### src/rtl/alu_issue_stage_pkg.sv
// Shared definitions for the ALU decode/issue stage: opcodes, ALU OP codes,
// instruction field positions and the opcode-to-ALU-OP decode.
package alu_issue_stage_pkg;

    localparam int DATA_W = 16;
    localparam int NREG   = 4;
    localparam int AW     = 2;

    localparam logic [3:0] OPC_ADD  = 4'b0000;
    localparam logic [3:0] OPC_SUB  = 4'b0001;
    localparam logic [3:0] OPC_AND  = 4'b0010;
    localparam logic [3:0] OPC_OR   = 4'b0011;
    localparam logic [3:0] OPC_SLT  = 4'b0100;
    localparam logic [3:0] OPC_NOR  = 4'b0101;
    localparam logic [3:0] OPC_NAND = 4'b0110;
    localparam logic [3:0] OPC_ADDI = 4'b0111;

    typedef enum logic [3:0] {
        ALU_AND  = 4'b0000,
        ALU_OR   = 4'b0001,
        ALU_ADD  = 4'b0010,
        ALU_SUB  = 4'b0110,
        ALU_SLT  = 4'b0111,
        ALU_NOR  = 4'b1100,
        ALU_NAND = 4'b1101
    } alu_op_e;

    localparam int OPC_MSB = 15;
    localparam int OPC_LSB = 12;
    localparam int RS_LSB  = 10;
    localparam int RT_LSB  = 8;
    localparam int RD_LSB  = 6;
    localparam int IMM_MSB = 7;
    localparam int IMM_LSB = 0;
    localparam int IMM_W   = IMM_MSB - IMM_LSB + 1;

    // Illegal opcodes (MSB set) map to ALU_AND; callers gate issue separately.
    function automatic alu_op_e decode_op(input logic [3:0] opc);
        alu_op_e op;
        case (opc)
            OPC_ADD:  op = ALU_ADD;
            OPC_SUB:  op = ALU_SUB;
            OPC_AND:  op = ALU_AND;
            OPC_OR:   op = ALU_OR;
            OPC_SLT:  op = ALU_SLT;
            OPC_NOR:  op = ALU_NOR;
            OPC_NAND: op = ALU_NAND;
            OPC_ADDI: op = ALU_ADD;
            default:  op = ALU_AND;
        endcase
        return op;
    endfunction

endpackage

### src/rtl/alu_issue_stage_regfile.sv
// Register file for the issue stage: NREG x DATA_W flops, two read ports,
// one write port, r0 hardwired to zero, write-to-read bypass.
module issue_regfile
    import alu_issue_stage_pkg::*;
#(
    parameter int DATA_W = 16,
    parameter int NREG   = 4,
    parameter int AW     = 2
) (
    input  logic              clk,
    input  logic              rst,
    input  logic              we,
    input  logic [AW-1:0]     waddr,
    input  logic [DATA_W-1:0] wdata,
    input  logic [AW-1:0]     raddr_a,
    input  logic [AW-1:0]     raddr_b,
    output logic [DATA_W-1:0] rdata_a,
    output logic [DATA_W-1:0] rdata_b
);

    logic [NREG-1:0][DATA_W-1:0] regs_q;
    logic [NREG-1:0][DATA_W-1:0] regs_d;

    always_comb begin
        regs_d = regs_q;
        if (we && (waddr != '0)) begin
            regs_d[waddr] = wdata;
        end
    end

    always_ff @(posedge clk) begin
        if (rst) begin
            regs_q <= '0;
        end else begin
            regs_q <= regs_d;
        end
    end

    always_comb begin
        rdata_a = regs_q[raddr_a];
        rdata_b = regs_q[raddr_b];
        if (we && (waddr == raddr_a)) rdata_a = wdata;
        if (we && (waddr == raddr_b)) rdata_b = wdata;
        if (raddr_a == '0) rdata_a = '0;
        if (raddr_b == '0) rdata_b = '0;
    end

endmodule

### src/rtl/alu_issue_stage.sv
// Decode/issue stage feeding the 16-bit ALU: decodes the instruction, reads
// operands, checks the busy scoreboard and issues through a valid/ready register.
module alu_issue_stage
    import alu_issue_stage_pkg::*;
#(
    parameter int DATA_W = 16,
    parameter int NREG   = 4,
    parameter int AW     = 2
) (
    input  logic              clk,
    input  logic              rst,
    input  logic              in_valid,
    output logic              in_ready,
    input  logic [15:0]       in_instr,
    output logic              ex_valid,
    input  logic              ex_ready,
    output logic [3:0]        ex_op,
    output logic [DATA_W-1:0] ex_a,
    output logic [DATA_W-1:0] ex_b,
    output logic [AW-1:0]     ex_dst,
    output logic              ex_wen,
    input  logic              wb_en,
    input  logic [AW-1:0]     wb_addr,
    input  logic [DATA_W-1:0] wb_data,
    output logic              illegal
);

    logic [3:0]        opc;
    logic [AW-1:0]     rs, rt, rd, dst;
    logic              is_illegal, is_addi;
    logic [DATA_W-1:0] imm_ext, rdata_a, rdata_b;
    logic              hazard, accept, issue;

    logic [NREG-1:0]   busy_q, busy_d;
    logic              ex_valid_q, ex_valid_d;
    logic [3:0]        ex_op_q, ex_op_d;
    logic [DATA_W-1:0] ex_a_q, ex_a_d, ex_b_q, ex_b_d;
    logic [AW-1:0]     ex_dst_q, ex_dst_d;
    logic              ex_wen_q, ex_wen_d;
    logic              illegal_q, illegal_d;

    issue_regfile #(
        .DATA_W (DATA_W),
        .NREG   (NREG),
        .AW     (AW)
    ) u_regfile (
        .clk     (clk),
        .rst     (rst),
        .we      (wb_en),
        .waddr   (wb_addr),
        .wdata   (wb_data),
        .raddr_a (rs),
        .raddr_b (rt),
        .rdata_a (rdata_a),
        .rdata_b (rdata_b)
    );

    always_comb begin
        opc        = in_instr[OPC_MSB:OPC_LSB];
        rs         = in_instr[RS_LSB +: AW];
        rt         = in_instr[RT_LSB +: AW];
        rd         = in_instr[RD_LSB +: AW];
        is_illegal = opc[3];
        is_addi    = (opc == OPC_ADDI);
        dst        = is_addi ? rt : rd;
        imm_ext    = {{(DATA_W-IMM_W){in_instr[IMM_MSB]}}, in_instr[IMM_MSB:IMM_LSB]};
    end

    // A busy register is not a hazard if this cycle's writeback clears it;
    // busy_q[0] is never set, so r0 sources never stall.
    always_comb begin
        hazard = 1'b0;
        if (!is_illegal) begin
            if (busy_q[rs] && !(wb_en && (wb_addr == rs))) hazard = 1'b1;
            if (!is_addi && busy_q[rt] && !(wb_en && (wb_addr == rt))) hazard = 1'b1;
            if (busy_q[dst] && !(wb_en && (wb_addr == dst))) hazard = 1'b1;
        end
        in_ready = !rst && !hazard && (!ex_valid_q || ex_ready);
        accept   = in_valid && in_ready;
        issue    = accept && !is_illegal;
    end

    always_comb begin
        busy_d = busy_q;
        if (wb_en) busy_d[wb_addr] = 1'b0;
        if (issue && (dst != '0)) busy_d[dst] = 1'b1;
        busy_d[0] = 1'b0;

        ex_valid_d = ex_valid_q;
        ex_op_d    = ex_op_q;
        ex_a_d     = ex_a_q;
        ex_b_d     = ex_b_q;
        ex_dst_d   = ex_dst_q;
        ex_wen_d   = ex_wen_q;
        if (issue) begin
            ex_valid_d = 1'b1;
            ex_op_d    = decode_op(opc);
            ex_a_d     = rdata_a;
            ex_b_d     = is_addi ? imm_ext : rdata_b;
            ex_dst_d   = dst;
            ex_wen_d   = (dst != '0);
        end else if (ex_ready) begin
            ex_valid_d = 1'b0;
        end

        illegal_d = accept && is_illegal;
    end

    always_ff @(posedge clk) begin
        if (rst) begin
            busy_q     <= '0;
            ex_valid_q <= 1'b0;
            ex_op_q    <= '0;
            ex_a_q     <= '0;
            ex_b_q     <= '0;
            ex_dst_q   <= '0;
            ex_wen_q   <= 1'b0;
            illegal_q  <= 1'b0;
        end else begin
            busy_q     <= busy_d;
            ex_valid_q <= ex_valid_d;
            ex_op_q    <= ex_op_d;
            ex_a_q     <= ex_a_d;
            ex_b_q     <= ex_b_d;
            ex_dst_q   <= ex_dst_d;
            ex_wen_q   <= ex_wen_d;
            illegal_q  <= illegal_d;
        end
    end

    assign ex_valid = ex_valid_q;
    assign ex_op    = ex_op_q;
    assign ex_a     = ex_a_q;
    assign ex_b     = ex_b_q;
    assign ex_dst   = ex_dst_q;
    assign ex_wen   = ex_wen_q;
    assign illegal  = illegal_q;

endmodule
### config.mk
export PLATFORM = sky130hd
export DESIGN_NAME = alu_issue_stage
export DESIGN_NICKNAME = d
export VERILOG_FILES = /design/src/rtl/alu_issue_stage_pkg.sv /design/src/rtl/alu_issue_stage_regfile.sv /design/src/rtl/alu_issue_stage.sv
export SDC_FILE = /design/constraint.sdc
export NUM_CORES = 1
export LEC_CHECK = 0
export BUFFER_PORTS_ARGS = -buffer_cell sky130_fd_sc_hd__buf_2
export CAP_MARGIN = 20
export CORE_ASPECT_RATIO = 2
export CORE_MARGIN = 3
export CORE_UTILIZATION = 50
export DETAILED_ROUTE_END_ITERATION = 8
export HOLD_SLACK_MARGIN = 0.05
export PLACE_DENSITY = 0.72
export SLEW_MARGIN = 10
export SYNTH_ARGS = -nofsm -noshare
export SYNTH_HDL_FRONTEND = slang
export SYNTH_SLANG_ARGS = --single-unit
### constraint.sdc
create_clock -name clk -period 2.2 [get_ports clk]
set_clock_uncertainty 0.1 [all_clocks]
set_input_delay 0.11 -clock clk [delete_from_list [all_inputs] [get_ports clk]]
set_output_delay 0.11 -clock clk [all_outputs]
set_load 0.02 [all_outputs]
==> summary.txt <==
Detailed routing
  – WL/cell: 17.7 um
  – Vias/cell: 5.72
  – Routed WL: 15100 um
  – Drt initial violations: 308
  – First-pass DRT Iterations: 4
  – Via count: 4882
  – DRC Markers: 0
  – ANT nets after route: 0

Worst setup path
  – Reg-to-Reg Start: busy_q[3]
  – Worst path most repeated cell: buf_2
  – Slack of the worst reg-to-reg path: 0.22 ns
  – Slowest stage delay, CP: 0.39 ns
  – Critical path's slowest cell: a311o_2
  – Worst path cell trace: buf_2, ha_2, nand3b_4, buf_4, mux2i_2, a211oi_2, a311o_2, a21oi_1, nor2b_1, buf_2
  – Crit. End Element: primary output
  – Required time of the critical path: 1.99 ns
  – CP startpoint kind: input port
  – Worst-path maximum fanout: 5
  – Data arrival time of the critical path: 1.86 ns
  – Critical path type: input port to primary output
  – Worst r2r path cells: 7
  – Worst R2R End: ex_b[2]

Cells and area
  – Fin cells: 853
  – Diode count: 0
  – Final Core Density: 63.0%
  – Fillers: 932
  – Area grow syn2layout: 21.8%
  – Share of cells above drive strength 1: 25.9%
  – Layout Nets: 753

Placed design
  – Placed Cells: 811
  – Global placer's final weighted congestion: 0.915
  – PortBufs: 80
  – HPWL Detailed: 10400 um

GRT
  – Initial antenna violation count: 0
  – Vias in the first global route: 4861
  – GRT Resource Usage Total: 26.5%
  – Largest net degree at the start of global routing: 97
  – Gr ovfl total: 0
  – First-pass GRT wire length: 24600 um

Timing
  – Max Freq: 483 MHz
  – Worst Max-Slew Pin Slew: 1.07 ns
  – Min cycle time layout: 2.07 ns
  – Relative slew slack: 28.9%
  – RSZ-0062 raised after global routing: no
  – Final setup viols: 0
  – Fin. Hold Viols: 0
  – Final period util: 94.1%
  – Final Max Tran Viols: 0

Power and ir drop
  – Worst VDD drop: 440 uV
  – PwrDens: 688 mW/mm^2
  – Leakage power: 0.00253 uW

Yosys
  – EDFF count, synth: 0
  – Area leader, netlist: dfxtp_1
  – Mapped Area: 0.00528 mm^2
  – Async set-or-reset flop fraction in the synthesized netlist: 0%
  – Syn nets: 656
  – Top cells by area, synth: dfxtp_1, a21oi_1, nand2_1
  – Commonest cells in the netlist: a21oi_1, nand2_1, dfxtp_1
  – Sequential share of the synthesized area: 40.9%
  – Seq cells post-synth: 108
  – Synth Area per Inst: 8.57 um^2
  – Synth Warn #: 0
  – Synth unique cells: 45
  – Syn Inst Count: 616
  – Yosys top cell area share: 40.9%
  – Synth Flop Type: dfxtp_1
  – Most frequent cell after synthesis: a21oi_1

Clock network
  – CTS root buffer: clkbuf_16
  – Htree depth: 3
  – CTS Buf Count: 9
  – Worst-path clk slew: 0.07 ns
  – Clk sinks: 108
  – Worst-skew pair later-pin latency: 0.34 ns
  – Max clock buf depth: 2
  – CTS tree: built

Hold path
  – Hold endpoint: illegal
  – Min-Delay Path Class: input port to register
  – Worst hold path cell count: 3
  – Worst hold start: in_instr[15]

Floorplanning
  – Initial Util: 51.7%
  – Die Span X: 78.7 um
  – Num ports: 81
  – Die height: 151 um
  – Die ar.: 0.0119 mm^2
  – Core ar.: 0.0102 mm^2
  – # rows: 52

Flow run
  – Number of max-cap violations: 0

Status
  – Status: finished, final reports clean
==> stage by stage <==
step / setup TNS (ns) / hold WS (ns) / total power (uW) / setup slack, ns / cell area (um^2)
floorplan: 0 / 0.146 / 2530 / 0.182 / 5280
global placement: -4.78 / 0.262 / 2740 / -0.156 / 5860
detailed placement: -5.99 / 0.287 / 2750 / -0.191 / 5860
CTS: 0 / 0.0682 / 4450 / 0.0647 / 6430
global route: 0 / 0.0852 / 4590 / 0.0209 / 6430
finish: 0 / 0.0756 / 4420 / 0.131 / 6430
==> where the power goes <==
part | switching, uW | leakage, uW | internal [uW]
logic | 419 | 0.00149 | 280
clock network | 723 | 0.000156 | 950
registers | 37.4 | 0.000877 | 2010
==> flip-flops by register name, summed over array words and instances (netlist names) <==
signal,count
ex_wen,1
ex_valid,1
ex_b,16
ex_op,4
busy_q,3
u_regfile.regs_q,64
illegal,1
ex_a,16
ex_dst,2
==> routing by layer <==
| metal | vias up | track usage, % | share of wire (%) |
|---|---|---|---|
| li1 | 2384 | - | - |
| met1 | 2321 | 30.7 | 40 |
| met2 | 150 | 47.8 | 52 |
| met3 | 27 | 4.35 | 5.4 |
| met4 | 0 | 10.6 | 2.3 |
| met5 | - | 0 | 0 |
==> timing repair <==
action	CTS	global route
endpoints found under the setup margin	1	1
resized for setup	2	1
hold buffers	25	0
pin swaps	1	0
setup buffers	1	0
hold endpoints to repair	57	0
==> cells in the final DEF (no fill, tap or decap), types with 10 or more instances in the layout <==
master	instances
a21oi_1	129
mux4_2	16
buf_2	80
mux2i_1	12
nand2_1	109
nor2b_1	17
nor2_1	21
buf_4	36
nor4_1	10
o21ai_0	25
a211oi_2	11
dlygate4sd3_1	25
nand3_1	16
dfxtp_1	107
nand3b_1	17
==> worst max-delay path by stage <==
| stage | from | to | slack [ns] | cells after the start |
|---|---|---|---|---|
| after detailed placement | in_instr[12] | ex_b[9] | -0.19 | 10 |
| after global routing | in_instr[12] | in_ready | 0.02 | 9 |
| after CTS | in_instr[12] | in_ready | 0.06 | 9 |
| after global placement | in_instr[12] | ex_b[6] | -0.16 | 10 |
| final | in_instr[12] | in_ready | 0.13 | 10 |
| after floorplan | in_instr[12] | ex_a[10] | 0.18 | 8 |
==> kinds of logic after synthesis <==
| logic type | Yosys count | share of synthesized area [%] |
|---|---|---|
| muxes | 39 | 11.5 |
| AOI/OAI and AO/OA | 196 | 22.3 |
| xor gates and xnor gates | 6 | 0.995 |
| adders and majority gates | 1 | 0.237 |
| DFF | 108 | 40.9 |
| and+or+nand+nor | 207 | 18.9 |
| buffers and inverters | 59 | 5.16 |
==> cell type report <==
class / count / area (um^2) / area share (%)
clock buffer: 11 / 253 / 3.93
clock inverter: 5 / 57.6 / 0.895
tap: 135 / 169 / 2.63
multi-input combinational: 449 / 2850 / 44.4
inverter: 4 / 15.0 / 0.233
sequential: 108 / 2160 / 33.6
timing repair buffer: 141 / 921 / 14.3
==> critical path: cells and delay by family <==
kind / cells / cell delay (ns)
compound gates: 3 / 0.66
buf+inv: 3 / 0.41
mux: 1 / 0.29
fa+ha+maj: 1 / 0.23
simple gates: 2 / 0.17
No activity file was read; power rests on OpenSTA's default activity.
